<file path="config.mk">
export PLATFORM = sky130hd
export DESIGN_NAME = dot_operand_loader
export DESIGN_NICKNAME = d
export VERILOG_FILES = /design/src/rtl/dot_operand_loader_pkg.sv /design/src/rtl/dot_operand_loader_fifo.sv /design/src/rtl/dot_operand_loader.sv
export SDC_FILE = /design/constraint.sdc
export NUM_CORES = 1
export LEC_CHECK = 0
export BUFFER_PORTS_ARGS = -buffer_cell sky130_fd_sc_hd__buf_2
export CAP_MARGIN = 5
export CORE_MARGIN = 10
export CORE_UTILIZATION = 40
export CTS_CLUSTER_SIZE = 14
export DETAILED_ROUTE_END_ITERATION = 10
export SLEW_MARGIN = 20
export SYNTH_ARGS = -nofsm -noshare
export SYNTH_HDL_FRONTEND = slang
export SYNTH_SLANG_ARGS = --single-unit
</file>
<file path="constraint.sdc">
create_clock -name clk -period 2.7 [get_ports clk]
set_input_delay 0.54 -clock clk [delete_from_list [all_inputs] [get_ports clk]]
set_output_delay 0.54 -clock clk [all_outputs]
set_load 0.02 [all_outputs]
</file>
<file path="src/rtl/dot_operand_loader_pkg.sv">
// Shared definitions for the nibble dot-product operand path: widths,
// serializer states, lane encoding and a nibble-select helper.
package dot_pkg;

  localparam int NIBBLE_W = 4;
  localparam int BYTE_W   = 8;

  // Lane tag carried alongside every byte and beat.
  localparam logic LANE_WEIGHT = 1'b1;
  localparam logic LANE_INPUT  = 1'b0;

  // Byte serializer states.
  typedef enum logic [1:0] {
    IDLE    = 2'd0,
    EMIT_LO = 2'd1,
    EMIT_HI = 2'd2
  } ser_state_t;

  // Pick the low (hi = 0) or high (hi = 1) nibble of an operand byte.
  function automatic logic [NIBBLE_W-1:0] nibble_of(input logic [BYTE_W-1:0] b,
                                                     input logic              hi);
    logic [NIBBLE_W-1:0] n;
    n = hi ? b[BYTE_W-1:NIBBLE_W] : b[NIBBLE_W-1:0];
    return n;
  endfunction

endpackage

</file>
<file path="src/rtl/dot_operand_loader_fifo.sv">
// Small synchronous FIFO with first-word-fall-through head. Pointers carry
// one extra MSB so full and empty can be told apart when the indices match.
module dot_byte_fifo
  import dot_pkg::*;
#(
  parameter int WIDTH = BYTE_W + 1,
  parameter int DEPTH = 4
) (
  input  logic             clk,
  input  logic             rst,
  input  logic             push,
  input  logic [WIDTH-1:0] wr_data,
  input  logic             pop,
  output logic [WIDTH-1:0] head,
  output logic             full,
  output logic             empty
);

  localparam int AW = (DEPTH > 1) ? $clog2(DEPTH) : 1;

  logic [WIDTH-1:0] mem [DEPTH];
  logic [AW:0]      wr_ptr;
  logic [AW:0]      rd_ptr;
  logic             wr_en;
  logic             rd_en;

  // Writes into a full FIFO and reads from an empty one are ignored.
  assign wr_en = push && !full;
  assign rd_en = pop && !empty;

  assign empty = (wr_ptr == rd_ptr);
  assign full  = (wr_ptr[AW] != rd_ptr[AW]) &&
                 (wr_ptr[AW-1:0] == rd_ptr[AW-1:0]);

  assign head = mem[rd_ptr[AW-1:0]];

  // Pointer update; a simultaneous push and pop leaves occupancy unchanged.
  always_ff @(posedge clk or posedge rst) begin
    if (rst) begin
      wr_ptr <= '0;
      rd_ptr <= '0;
    end else begin
      if (wr_en) wr_ptr <= wr_ptr + (AW+1)'(1);
      if (rd_en) rd_ptr <= rd_ptr + (AW+1)'(1);
    end
  end

  // Storage array; contents need no reset because empty gates every read.
  always_ff @(posedge clk) begin
    if (wr_en) mem[wr_ptr[AW-1:0]] <= wr_data;
  end

endmodule

</file>
<file path="src/rtl/dot_operand_loader.sv">
// Operand feeder for the 4-lane nibble dot-product stage. Buffers tagged
// bytes, then serializes each into two beats (low nibble first) and tracks
// per-lane nibble counts to flag completed input vectors and loaded weights.
module dot_operand_loader
  import dot_pkg::*;
#(
  parameter int FIFO_DEPTH      = 4,
  parameter int NIBBLES_PER_VEC = 4
) (
  input  logic       clk,
  input  logic       rst,
  input  logic       in_valid,
  output logic       in_ready,
  input  logic [7:0] in_data,
  input  logic       in_is_weight,
  input  logic       hold,
  output logic       out_valid,
  output logic [3:0] out_nibble,
  output logic       out_sel,
  output logic       vec_done,
  output logic       weights_loaded
);

  localparam int              ENTRY_W  = BYTE_W + 1;
  localparam int              CNT_W    = (NIBBLES_PER_VEC > 1) ? $clog2(NIBBLES_PER_VEC) : 1;
  localparam logic [CNT_W-1:0] LAST_NIB = CNT_W'(NIBBLES_PER_VEC - 1);

  ser_state_t          state_q;
  ser_state_t          state_d;

  logic                fifo_push;
  logic                fifo_pop;
  logic                fifo_full;
  logic                fifo_empty;
  logic [ENTRY_W-1:0]  fifo_head;

  logic [BYTE_W-1:0]   byte_reg;
  logic                tag_reg;

  logic [CNT_W-1:0]    in_cnt;
  logic [CNT_W-1:0]    w_cnt;
  logic                in_beat;
  logic                w_beat;

  // ---- Stage 0: byte acceptance into the FIFO ----
  assign in_ready  = !fifo_full;
  assign fifo_push = in_valid && in_ready;

  dot_byte_fifo #(
    .WIDTH (ENTRY_W),
    .DEPTH (FIFO_DEPTH)
  ) u_fifo (
    .clk     (clk),
    .rst     (rst),
    .push    (fifo_push),
    .wr_data ({in_is_weight, in_data}),
    .pop     (fifo_pop),
    .head    (fifo_head),
    .full    (fifo_full),
    .empty   (fifo_empty)
  );

  // ---- Stage 1: serializer holding the byte currently being emitted ----

  // Serializer state register.
  always_ff @(posedge clk or posedge rst) begin
    if (rst) state_q <= IDLE;
    else     state_q <= state_d;
  end

  // Next state and FIFO pop; EMIT_HI reloads directly so bytes stream without a bubble.
  always_comb begin
    state_d  = state_q;
    fifo_pop = 1'b0;
    case (state_q)
      IDLE: begin
        if (!fifo_empty && !hold) begin
          fifo_pop = 1'b1;
          state_d  = EMIT_LO;
        end
      end
      EMIT_LO: begin
        if (!hold) state_d = EMIT_HI;
      end
      EMIT_HI: begin
        if (!hold) begin
          if (!fifo_empty) begin
            fifo_pop = 1'b1;
            state_d  = EMIT_LO;
          end else begin
            state_d = IDLE;
          end
        end
      end
      default: state_d = IDLE;
    endcase
  end

  // Lane tag of the in-flight byte; cleared so a stale tag never survives reset.
  always_ff @(posedge clk or posedge rst) begin
    if (rst)           tag_reg <= LANE_INPUT;
    else if (fifo_pop) tag_reg <= fifo_head[ENTRY_W-1];
  end

  // Operand byte of the in-flight byte; only observed while in an EMIT state.
  always_ff @(posedge clk) begin
    if (fifo_pop) byte_reg <= fifo_head[BYTE_W-1:0];
  end

  // ---- Stage 2: beat decode from registered state and hold ----

  // Beat outputs; everything is forced to zero outside the EMIT states.
  always_comb begin
    out_valid  = 1'b0;
    out_nibble = '0;
    out_sel    = LANE_INPUT;
    case (state_q)
      EMIT_LO: begin
        out_valid  = !hold;
        out_nibble = nibble_of(byte_reg, 1'b0);
        out_sel    = tag_reg;
      end
      EMIT_HI: begin
        out_valid  = !hold;
        out_nibble = nibble_of(byte_reg, 1'b1);
        out_sel    = tag_reg;
      end
      default: begin
        out_valid  = 1'b0;
        out_nibble = '0;
        out_sel    = LANE_INPUT;
      end
    endcase
  end

  assign in_beat = out_valid && (out_sel == LANE_INPUT);
  assign w_beat  = out_valid && (out_sel == LANE_WEIGHT);

  // Per-lane nibble position; each counter moves only on its own lane's beats.
  always_ff @(posedge clk or posedge rst) begin
    if (rst) begin
      in_cnt <= '0;
      w_cnt  <= '0;
    end else begin
      if (in_beat) in_cnt <= (in_cnt == LAST_NIB) ? '0 : in_cnt + CNT_W'(1);
      if (w_beat)  w_cnt  <= (w_cnt  == LAST_NIB) ? '0 : w_cnt  + CNT_W'(1);
    end
  end

  // Sticky flag raised once a full weight vector has been shifted out.
  always_ff @(posedge clk or posedge rst) begin
    if (rst)                           weights_loaded <= 1'b0;
    else if (w_beat && w_cnt == LAST_NIB) weights_loaded <= 1'b1;
  end

  assign vec_done = in_beat && (in_cnt == LAST_NIB);

endmodule
</file>
==> impl_results.md, run 1 <==
* Number of synthesized flops with an enable pin at 44
* First-pass GRT wire length at between 6 and 7 mm
* Pin count of the biggest net entering global routing at 15
* Max-Cap Viols at 0
* Setup bufs post-CTS at 0
* GP Congestion at slightly above 0.7
* Worst R2R Path Depth at 5
* Synth Area in Compound Gates at 5.34%
* Layout Nets at slightly below 200
* Post-synthesis sequential area ratio at 68.0%
* Max incr delay on CP at 0.40 ns
* Commonest cells in the netlist: 44 x edfxtp_1, 14 x dfrtp_1, 12 x ha_1
* Element type at the critical path end: primary output
* Post-Syn Instances at 137
* Max Slew Vio Count at 0
* Share of the synthesized area in the top cell type at 53.7%
* PwrDens at ~1200 nW/um^2
* First-pass iteration count of the detailed router at 4
* Final worst setup slack at 0.200 ns
* Fin crit share at 92.6%
* Clk_lat worst skew at roughly 0.33 ns
* Drt drc at 0
* Clock sink count at 58
* Vias in the first global route at 1370
* Core Area at 5960 um^2
* Final Hold Viols at 0
* Worst-Margin Slew at 0.725 ns
* Max IR drop VDD at 0.460 mV
* Starting Density at 41.3%
* Worst Path Required at between 2 and 2.5 ns
* Rows at 28
* CTS tree: done
* Setup slack, reg-to-reg at 0.62 ns
* Fin util at between 40% and 50%
* Die Ht at 98.4 um
* Die area at a little under 10000 um^2
* Clk buf depth at 2
* Syn Area/Cell at 18.0 um^2
* Relative slew slack at 51.7%
* Largest family of logic cells by synthesized area: multiplexers
* F_max at 400 MHz
* Total GRT Usage at between 9 and 10%
* LEAKAGE at 0.00111 uW
* Unrepaired setup endpoints after global routing: no
* Width of the die at 98.4 um
* # diodes at 0
* HP Class: in2async
* Cell with the most instances after synthesis: edfxtp_1
* Final Skew at 0.00599 ns
* Drt wl/cell at approximately 16 um
* Drt total wl at 4.10 mm
* Synth Register Bits at 58
* Synth Net Count at 162
* Fillers at about 520
* Post-synth top area cell: edfxtp_1
* Total grt overflow at 0
* Synth Cell Area at 2460 um^2
* Clk slew on worst S/H paths at approximately 0.060 ns
* Design area at about 2900 um^2
* Predominant post-synthesis flop cell: edfxtp_1
* CP max FO at 6
* Post-DP HPWL at 2.93 mm
* Layout cells sized above 1 at 30.5%
* Synth Area in Adders at 6.10%
* TNS Setup at 0 ns
* Final setup vio count at 0
* Vias per cell at 4.93
* Kind of critical path: reg2out
* Yosys warns at 0
* Netlist cell types at 28
* Worst reg2reg startpoint: state_q[0]$_DFFE_PP0P_
* RR Endpoint: u_fifo.rd_ptr[1]$_DFFE_PP0P_
* I/O pin count at 22
* IO Port Bufs at 21
* Post-synth ARST share at 24.1%
* Max reg flops at 36
* Simple-gate portion of the synthesized area at 4.43%
* Cell Chain, Critical Path: inv_1, ha_1, nor2b_2, nor2b_1, and2_1, buf_2
* Status: finished clean
* Initial antenna violation count at 0
* Routed vias at 1228
* ANT nets after route at 0
* Startpoint types: flip-flop
* CP arrival at about 2.0 ns
* Post-route minimum period at 2.50 ns
* CTS buffer count at 9
* DP Area at 2670 um^2
* Layout area overhead at 16.9%
* Top cells by area, synth: edfxtp_1 54%, dfrtp_1 14%, mux4_2 8.2%, ha_1 6.1%, mux2_1 1.8%
* Slowest cell on the critical path: dfrtp_1
* H-Tree Depth at 3
* Post-synthesis mux area share at a little under an eighth
* Xor/xnor share of the synthesized area at 3.46%
* CTS root buf: clkbuf_8
* Place WS at between 0.4 and 0.5 ns
* DRT iter0 DRCs at 34
-- cell families (layout without fill, tap and decap cells) --
family / count (synthesis) / after routing
fa+ha+maj: 12 / 12
buf+inv: 9 / 46
mux: 15 / 15
simple gates: 20 / 20
compound gates: 15 / 15
flops: 58 / 58
xor+xnor: 8 / 8
-- power breakdown --
part / internal, uW / leakage [uW] / switching, uW
clock: 508 / 0.000102 / 321
combinational: 558 / 0.000437 / 698
sequential: 1300 / 0.000572 / 148
total: 2370 / 0.00111 / 1170
-- per-stage QoR --
| step | power [uW] | instances | hold WS, ns |
|---|---|---|---|
| finish | 3540 | 249 | 0.243 |
| global route | 3780 | 249 | 0.280 |
| CTS | 3600 | 249 | 0.253 |
| detailed placement | 2760 | 233 | 0.460 |
| global placement | 2680 | 233 | 0.452 |
| floorplan | 2390 | 137 | 0.429 |
-- how the worst max path moves through the flow --
stage / from / endpoint / slack [ns] / cells after the start
global placement: state_q[0]$_DFFE_PP0P_ / vec_done / 0.54 / 6
finish: state_q[0]$_DFFE_PP0P_ / vec_done / 0.20 / 6
global route: state_q[0]$_DFFE_PP0P_ / vec_done / 0.01 / 6
floorplan: state_q[0]$_DFFE_PP0P_ / vec_done / 0.44 / 5
detailed placement: state_q[0]$_DFFE_PP0P_ / vec_done / 0.48 / 6
CTS: state_q[0]$_DFFE_PP0P_ / vec_done / 0.09 / 6
-- final cells by class --
class / count / area [um^2] / share of cell area (%)
Tap cell: 75 / 93.8 / 3.26
Clock inverter: 7 / 83.8 / 2.92
Inverter: 7 / 26.3 / 0.914
Multi-Input combinational cell: 70 / 756 / 26.3
Sequential cell: 58 / 1670 / 58.1
Clock buffer: 9 / 124 / 4.31
Timing Repair Buffer: 23 / 120 / 4.18
-- worst max-delay path, delay by kind of cell, from the launching register on --
family / cells / cell delay, ns
fa+ha+maj: 1 / 0.35
buf+inv: 2 / 0.26
simple gates: 3 / 0.64
flops: 1 / 0.40
-- per-layer routing --
layer / global-route usage, % / vias to the layer above / share of wire, %
met4: 4.96 / 0 / 1.8
met5: 0 / - / 0
met3: 3.91 / 9 / 4.3
met1: 10.3 / 612 / 45
met2: 14.5 / 21 / 49
li1: - / 586 / -
-- timing repair --
item / CTS / global route
hold endpoints to repair: 0 / 0
resized for setup: 0 / 1
endpoints found under the setup margin: 0 / 1
hold buffers: 0 / 0
-- cell usage in the layout (no fill, tap or decap), types with 2 or more instances in the layout --
cell type	Yosys	layout
clkbuf_8	0	9
o21ai_1	2	2
a22oi_1	4	4
clkinv_1	0	3
inv_1	7	7
xor2_1	3	3
nand2_1	3	3
buf_4	0	2
dfrtp_1	14	14
buf_2	1	21
ha_1	12	12
mux2_1	4	4
a21o_1	2	2
xnor2_1	3	3
xnor2_2	2	2
mux2_4	2	2
edfxtp_1	44	44
mux4_2	9	9
bufinv_16	0	2
and2_1	6	6
nand3_1	2	2
nor2b_1	6	5
nor2_1	2	2
(Power assumes the default switching activity.)
==> inputs of run 2 (changes only) <==
--- a/config.mk
+++ b/config.mk
@@ -5,6 +5,7 @@
 export SDC_FILE = /design/constraint.sdc
 export NUM_CORES = 1
 export LEC_CHECK = 0
+export ABC_AREA = 1
 export BUFFER_PORTS_ARGS = -buffer_cell sky130_fd_sc_hd__buf_2
 export CAP_MARGIN = 5
 export CORE_MARGIN = 10
==> run 2 against run 1 <==
Effect of this change: critical path depth is 1 higher; synthesized cell count is 59% higher; design area grew 1.3%; clock skew rose by 0.00060 ns; clock power decreased by 24%; total power decreased by 6.9%; routed wire length rose by 7.3%; first-iteration DRC count rose by 59%; register-to-register slack better by 0.26 ns; critical endpoint unchanged; largest cell class unchanged.
==> impl_results.md, run 2 <==
* Critical path's top delay family: flip-flops
* Xor/xnor share of the synthesized area at 1.32% (-2.1 points)
* Starting Density at 40.7% (-0.60 points)
* Worst reg2reg startpoint: u_fifo.rd_ptr[0]$_DFFE_PP0P_
* Synth Register Bits at 58 (unchanged)
* CTS buffer count at 9 (unchanged)
* Number of synthesized flops with an enable pin at 44 (unchanged)
* Routed wl met2 at 1.99 mm (-1.4%)
* Max Used Layer: met4
* Max reg flops at 36 (unchanged)
* Netlist cell types at 25 (-11%)
* Yosys warns at 0 (unchanged)
* Rows at 29 (+3.6%)
* Sequential power share at 44.6% (+3.6 points)
* Layout area overhead at 14.0%
* Fin util at 46.4% (-1.9 points)
* Unrepaired setup endpoints after global routing: no
* Slowest cell on the critical path: dfrtp_1
* Synth Net Count at 243 (+50%)
* Post-DP HPWL at 3.07 mm (+4.7%)
* Worst-Margin Slew at 0.613 ns (-0.112 ns)
* Net Sw Frac at 38.2% (+5.2 points)
* Setup slack, reg-to-reg at 0.88 ns (+0.26 ns)
* Final setup vio count at 0 (unchanged)
* Core Area at 6280 um^2 (+5.4%)
* First-pass iteration count of the detailed router at 4 (unchanged)
* Startpoint types: flip-flop
* Total grt overflow at 0 (unchanged)
* Post-Syn Instances at 218 (+59%)
* CP arrival at 1.67 ns (-0.29 ns)
* H-Tree Depth at 3 (unchanged)
* Max IR drop VDD at 0.488 mV (+5.9%)
* Post-route minimum period at 2.21 ns (-0.291 ns)
* Pin count of the biggest net entering global routing at 23 (+8)
* GP Congestion at 0.736 (+3.0%)
* Post-cts hold buffer count at 0 (unchanged)
* Most common cell after layout, fill and taps aside: edfxtp_1
* Cell Chain, Critical Path: inv_1, ha_1, inv_1, nor2_1, nand2_1, nor2_1, buf_2
* DRT iter0 DRCs at 54 (+59%)
* Max Slew Vio Count at 0 (unchanged)
* CP max FO at 5 (-1)
* Bufs and invs on worst path at 3 (+1)
* ANT nets after route at 0 (unchanged)
* Fillers at 563 (+7.4%)
* Layout cells sized above 1 at 22.9% (-7.5 points)
* Largest family of logic cells by synthesized area: simple AND/OR/NAND/NOR gates
* P_int at 2040 uW (-14%)
* # diodes at 0 (unchanged)
* Status: finished clean
* CTS root buf: clkbuf_8
* Drt wl/cell at 13.3 um (-19%)
* Max incr delay on CP at 0.41 ns (about the same)
* Commonest non-fill, non-tap cells in the layout: 44 x edfxtp_1, 35 x nand2_1, 30 x nor2_1
* Initial antenna violation count at 0 (unchanged)
* Kind of critical path: reg2out
* Final Hold Viols at 0 (unchanged)
* Vias in the first global route at 1648 (+20%)
* Width of the die at 99.9 um (+1.5%)
* Element type at the critical path end: primary output
* Share of the synthesized area in the top cell type at 51.7% (-2.0 points)
* Synth Cell Area at 2550 um^2 (+3.9%)
* Post-synthesis sequential area ratio at 65.4% (-2.5 points)
* Layout Nets at 275 (+42%)
* PostCTS Resize Cnt at 0 (unchanged)
* Clock sink count at 58 (unchanged)
* M1 wire length at 1.97 mm (+7.8%)
* Syn Area/Cell at 11.7 um^2 (-35%)
* Post-synth top area cell: edfxtp_1
* Clk_lat worst skew at 0.33 ns (about the same)
* Total GRT Usage at 9.92% (+0.74 points)
* Worst R2R Path Depth at 7 (+2)
* Die Ht at 99.9 um (+1.5%)
* IO Port Bufs at 21 (unchanged)
* Clock power share at 19.1% (-4.3 points)
* Post-synth ARST share at 24.1% (unchanged)
* Simple-gate portion of the synthesized area at 14.4% (+10 points)
* Synth Area in Adders at 5.88% (-0.23 points)
* F_max at 453 MHz (+13%)
* Synth Area in Compound Gates at 8.18% (+2.8 points)
* Final Skew at 0.00659 ns (+0.000596 ns)
* Cell with the most instances after synthesis: edfxtp_1
* HP Class: in2async
* Predominant post-synthesis flop cell: edfxtp_1
* Die area at 9980 um^2 (+3.1%)
* Met3 WL at 323 um (+85%)
* RR Endpoint: u_fifo.mem[1][0]$_DFFE_PP_
* TNS Setup at 0 ns (unchanged)
* Net switching power at 1260 uW (+7.8%)
* Relative slew slack at 59.1% (+7.5 points)
* Max-Cap Viols at 0 (unchanged)
* Combinational share of power at 36.3% (+0.8 points)
* Setup bufs post-CTS at 0 (unchanged)
* CTS tree: done
* Commonest cells in the netlist: 44 x edfxtp_1, 35 x nand2_1, 30 x nor2_1
* Drt drc at 0 (unchanged)
* Clk buf depth at 2 (unchanged)
* PwrDens at 1130 nW/um^2 (-8.1%)
* Clk slew on worst S/H paths at 0.06 ns (about the same)
* Top cells by area, synth: edfxtp_1 52%, dfrtp_1 14%, ha_1 5.9%, nand2_1 5.1%, nor2_1 4.4%
* I/O pin count at 22 (unchanged)
* LEAKAGE at 0.00120 uW (+7.8%)
* Fin crit share at 81.8% (-11 points)
* Routed vias at 1544 (+26%)
* First-pass GRT wire length at 7.56 mm (+9.9%)
* Worst Path Required at 2.16 ns (about the same)
* Drt total wl at 4.40 mm (+7.3%)
* Vias per cell at 4.68 (-5.1%)
* Post-synthesis mux area share at 0.441% (-11 points)
[run 2: cell families after synthesis]
kind of cell | Yosys count
and+or+nand+nor | 80
DFF | 58
AOI/OAI and AO/OA | 38
buffers and inverters | 26
adders and majority gates | 12
xor gates and xnor gates | 3
muxes | 1
[run 2: layout make-up]
class	count	area [um^2]	share of cell area [%]
clock buffers	10	128	4.38
clock inverters	4	21.3	0.730
inverters	21	81.3	2.79
multi-input cells	134	772	26.5
flip-flops and latches	58	1670	57.4
well taps	77	96.3	3.31
repair buffers	26	143	4.90
[run 2: worst max path at each step]
stage | slack (ns) | startpoint | cells past startpoint | to
final | 0.49 | state_q[0]$_DFFE_PP0P_ | 7 | vec_done
after global routing | 0.31 | state_q[0]$_DFFE_PP0P_ | 7 | vec_done
after CTS | 0.45 | state_q[0]$_DFFE_PP0P_ | 7 | vec_done
after detailed placement | 0.82 | state_q[0]$_DFFE_PP0P_ | 7 | vec_done
after global placement | 0.87 | state_q[0]$_DFFE_PP0P_ | 7 | vec_done
after floorplan | 0.58 | state_q[0]$_DFFE_PP0P_ | 6 | vec_done
[run 2: stage by stage]
stage	hold slack (ns)	setup slack, ns	total power [uW]	cells	cell area (um^2)
finish	0.234	0.491	3290	330	2910
global route	0.271	0.312	3590	330	2910
CTS	0.248	0.454	3340	330	2910
detailed placement	0.442	0.825	2700	316	2760
global placement	0.443	0.869	2670	316	2760
floorplan	0.429	0.578	2370	218	2550
[run 2: power groups by stage]
stage / sequential, uW / combinational, uW / clock, uW
after global placement: 1480 / 1190 / 0
after CTS: 1470 / 1220 / 655
after detailed placement: 1490 / 1210 / 0
after global routing: 1510 / 1380 / 701
after floorplan: 1410 / 961 / 0
final: 1470 / 1200 / 631
[run 2: metal layers]
metal | track usage, % | vias up
li1 | - | 800
met1 | 11.0 | 703
met2 | 15.0 | 31
met3 | 4.67 | 10
met4 | 6.28 | 0
met5 | 0 | -
==> inputs of run 3 (changes only) <==
==> constraint.sdc (replaced) <==
create_clock -name clk -period 2.1 [get_ports clk]
set_input_delay 0.42 -clock clk [delete_from_list [all_inputs] [get_ports clk]]
set_output_delay 0.42 -clock clk [all_outputs]
set_load 0.02 [all_outputs]
==> run 3 against run 2 <==
Effect of this change: clock-buffer cell count fell by 1; utilization up 2.2 points; sequential share of layout area shrank 2.6 points; first-iteration DRC count fell by 3.7%; total power grew 44%; global-route usage fell by 0.053 points; die area did not move; design area grew 4.8%; setup slack got worse by 0.38 ns; via count up 1.7%; routed wire length rose by 1.7%; non-clock buffer count rose by 6.
==> impl_results.md, run 3 (same netlist as run 2, synthesis figures left out) <==
* Met2 Use GR at 15.1% (+0.10 points)
* CTS root buf: clkbuf_8
* Clk slew on worst S/H paths at 0.07 ns (about the same)
* # diodes at 0 (unchanged)
* ANT nets after route at 0 (unchanged)
* Worst-Margin Slew at 0.554 ns (-0.0591 ns)
* Status: finished clean
* Most common cell after layout, fill and taps aside: edfxtp_1
* Final worst setup slack at 0.110 ns (-0.381 ns)
* GP Congestion at 0.768 (+4.4%)
* First-pass GRT wire length at 7.73 mm (+2.4%)
* Startpoint types: flip-flop
* Worst Path Required at 1.68 ns (-0.48 ns)
* Clk_lat worst skew at 0.33 ns (about the same)
* I/O pin count at 22 (unchanged)
* Max-Cap Viols at 0 (unchanged)
* Vias in the first global route at 1626 (-1.3%)
* Post-route minimum period at 1.99 ns
* Routed vias at 1571 (+1.7%)
* Commonest non-fill, non-tap cells in the layout: 44 x edfxtp_1, 35 x nand2_1, 30 x nor2_1
* Vias per cell at 4.65 (-0.66%)
* Design area at 3050 um^2 (+4.8%)
* Clk buf depth at 2 (unchanged)
* DRT iter0 DRCs at 52 (-3.7%)
* Final Hold Viols at 0 (unchanged)
* CTS tree: done
* Initial antenna violation count at 0 (unchanged)
* Setup slack, reg-to-reg at 0.56 ns (-0.32 ns)
* CP arrival at 1.57 ns (-0.10 ns)
* Kind of critical path: reg2out
* Relative slew slack at 63.0% (+3.9 points)
* Fin crit share at between 90% and 100%
* H-Tree Depth at 3 (unchanged)
* Most used routing layer: met2
* Total grt overflow at 0 (unchanged)
* Slowest cell on the critical path: dfrtp_1
* Total GRT Usage at 9.86% (-0.053 points)
* Layout area overhead at 19.4%
* Place WS at 0.323 ns (-0.502 ns)
* Layout cells sized above 1 at 26.1% (+3.1 points)
* Max Slew Vio Count at 0 (unchanged)
* Element type at the critical path end: primary output
* First-pass iteration count of the detailed router at 4 (unchanged)
* Drt total wl at 4.47 mm (+1.7%)
* Core Area at 6280 um^2 (unchanged)
* GR Util met1 at 11.4% (+0.39 points)
* IO Port Bufs at 21 (unchanged)
* Max IR drop VDD at 0.799 mV (+64%)
* Net Sw Frac at 35.3% (-2.9 points)
* LEAKAGE at 0.00127 uW (+6.1%)
* Width of the die at 99.9 um (unchanged)
* Max incr delay on CP at 0.36 ns (-0.05 ns)
* CTS buffer count at 9 (unchanged)
* GRT met3 Usage at 4.33% (-0.34 points)
* Clock sink count at 58 (unchanged)
* Final setup vio count at 0 (unchanged)
* Clock power share at 25.9% (+6.8 points)
* Final Skew at 0.00500 ns (-0.00159 ns)
* TNS Setup at 0 ns (unchanged)
* Max reg flops at 36 (unchanged)
* Cell Chain, Critical Path: inv_1, ha_1, inv_1, nor2_1, nand2_1, nor2_1, buf_4
* Combinational share of power at 36.1% (-0.2 points)
* P_int at 3070 uW (+51%)
* PwrDens at 1560 nW/um^2 (+38%)
* CP max FO at 5 (unchanged)
* DP Area at 2790 um^2 (+0.81%)
* Pin count of the biggest net entering global routing at 21 (-8.7%)
* HP Class: in2async
* Drt wl/cell at 13.2 um (-0.75%)
* Post-DP HPWL at 3.05 mm (-0.70%)
* Die Ht at 99.9 um (unchanged)
* Fin util at 48.6% (+2.2 points)
* Unrepaired setup endpoints after global routing: no
* Drt drc at 0 (unchanged)
* Starting Density at 40.7% (unchanged)
* Rows at 29 (unchanged)
* F_max at 503 MHz
* Total Power at 4750 uW (+44%)
* Sequential power share at 38.1% (-6.5 points)
* Die area at 9980 um^2 (unchanged)
* Layout Nets at 281 (+2.2%)
* Net switching power at 1680 uW (+33%)
[run 3: area by class of cell]
class	instances	area (um^2)
timing repair buffer	32	190
fill	557	3230
sequential	58	1670
clock inverter	7	116
inverter	21	81.3
tap	77	96.3
multi-input combinational	134	772
clock buffer	9	124
[run 3: metal layers]
layer	part of all wire, %	vias up
met3	5.3	6
met4	1.9	0
li1	-	815
met1	48	719
met2	45	31
met5	0	-
[run 3: worst max-delay path, delay by kind of cell, from the launching register on]
kind / cells / cell delay [ns]
adders and majority gates: 1 / 0.30
and+or+nand+nor: 3 / 0.29
buffers and inverters: 3 / 0.31
DFF: 1 / 0.36
[run 3: what timing repair did]
action                                  in CTS  in global routing
resized for setup                            0                  1
endpoints found under the hold margin        0                  0
setup buffers                                2                  1
gates cloned                                 0                  0
hold buffers                                 0                  0
endpoints found under the setup margin       1                  1
[run 3: path summary, 6_finish.rpt]
kind                                             from                    endpoint  cells past startpoint
max                            state_q[1]$_DFFE_PP0P_                    vec_done                      7
min                                               rst       in_cnt[0]$_DFFE_PP0P_                      2
max reg2reg                    state_q[1]$_DFFE_PP0P_        w_cnt[1]$_DFFE_PP0P_                      5
min reg2reg                weights_loaded$_DFFE_PP0P_  weights_loaded$_DFFE_PP0P_                      1
max in group asynchronous                         rst      state_q[0]$_DFFE_PP0P_                      2
min in group clk                           in_data[0]  u_fifo.mem[1][0]$_DFFE_PP_                      1
[run 3: power by group through the flow]
stage	combinational (uW)	sequential, uW	clock, uW
after floorplan	1240	1810	0
after global placement	1640	1840	0
final	1710	1810	1230
after CTS	1720	1810	1250
after global routing	1970	1840	1310
after detailed placement	1680	1850	0
[run 3: through the flow]
step	instances	hold slack (ns)
floorplan	218	0.309
global placement	319	0.438
detailed placement	319	0.443
CTS	337	0.140
global route	338	0.154
finish	338	0.127
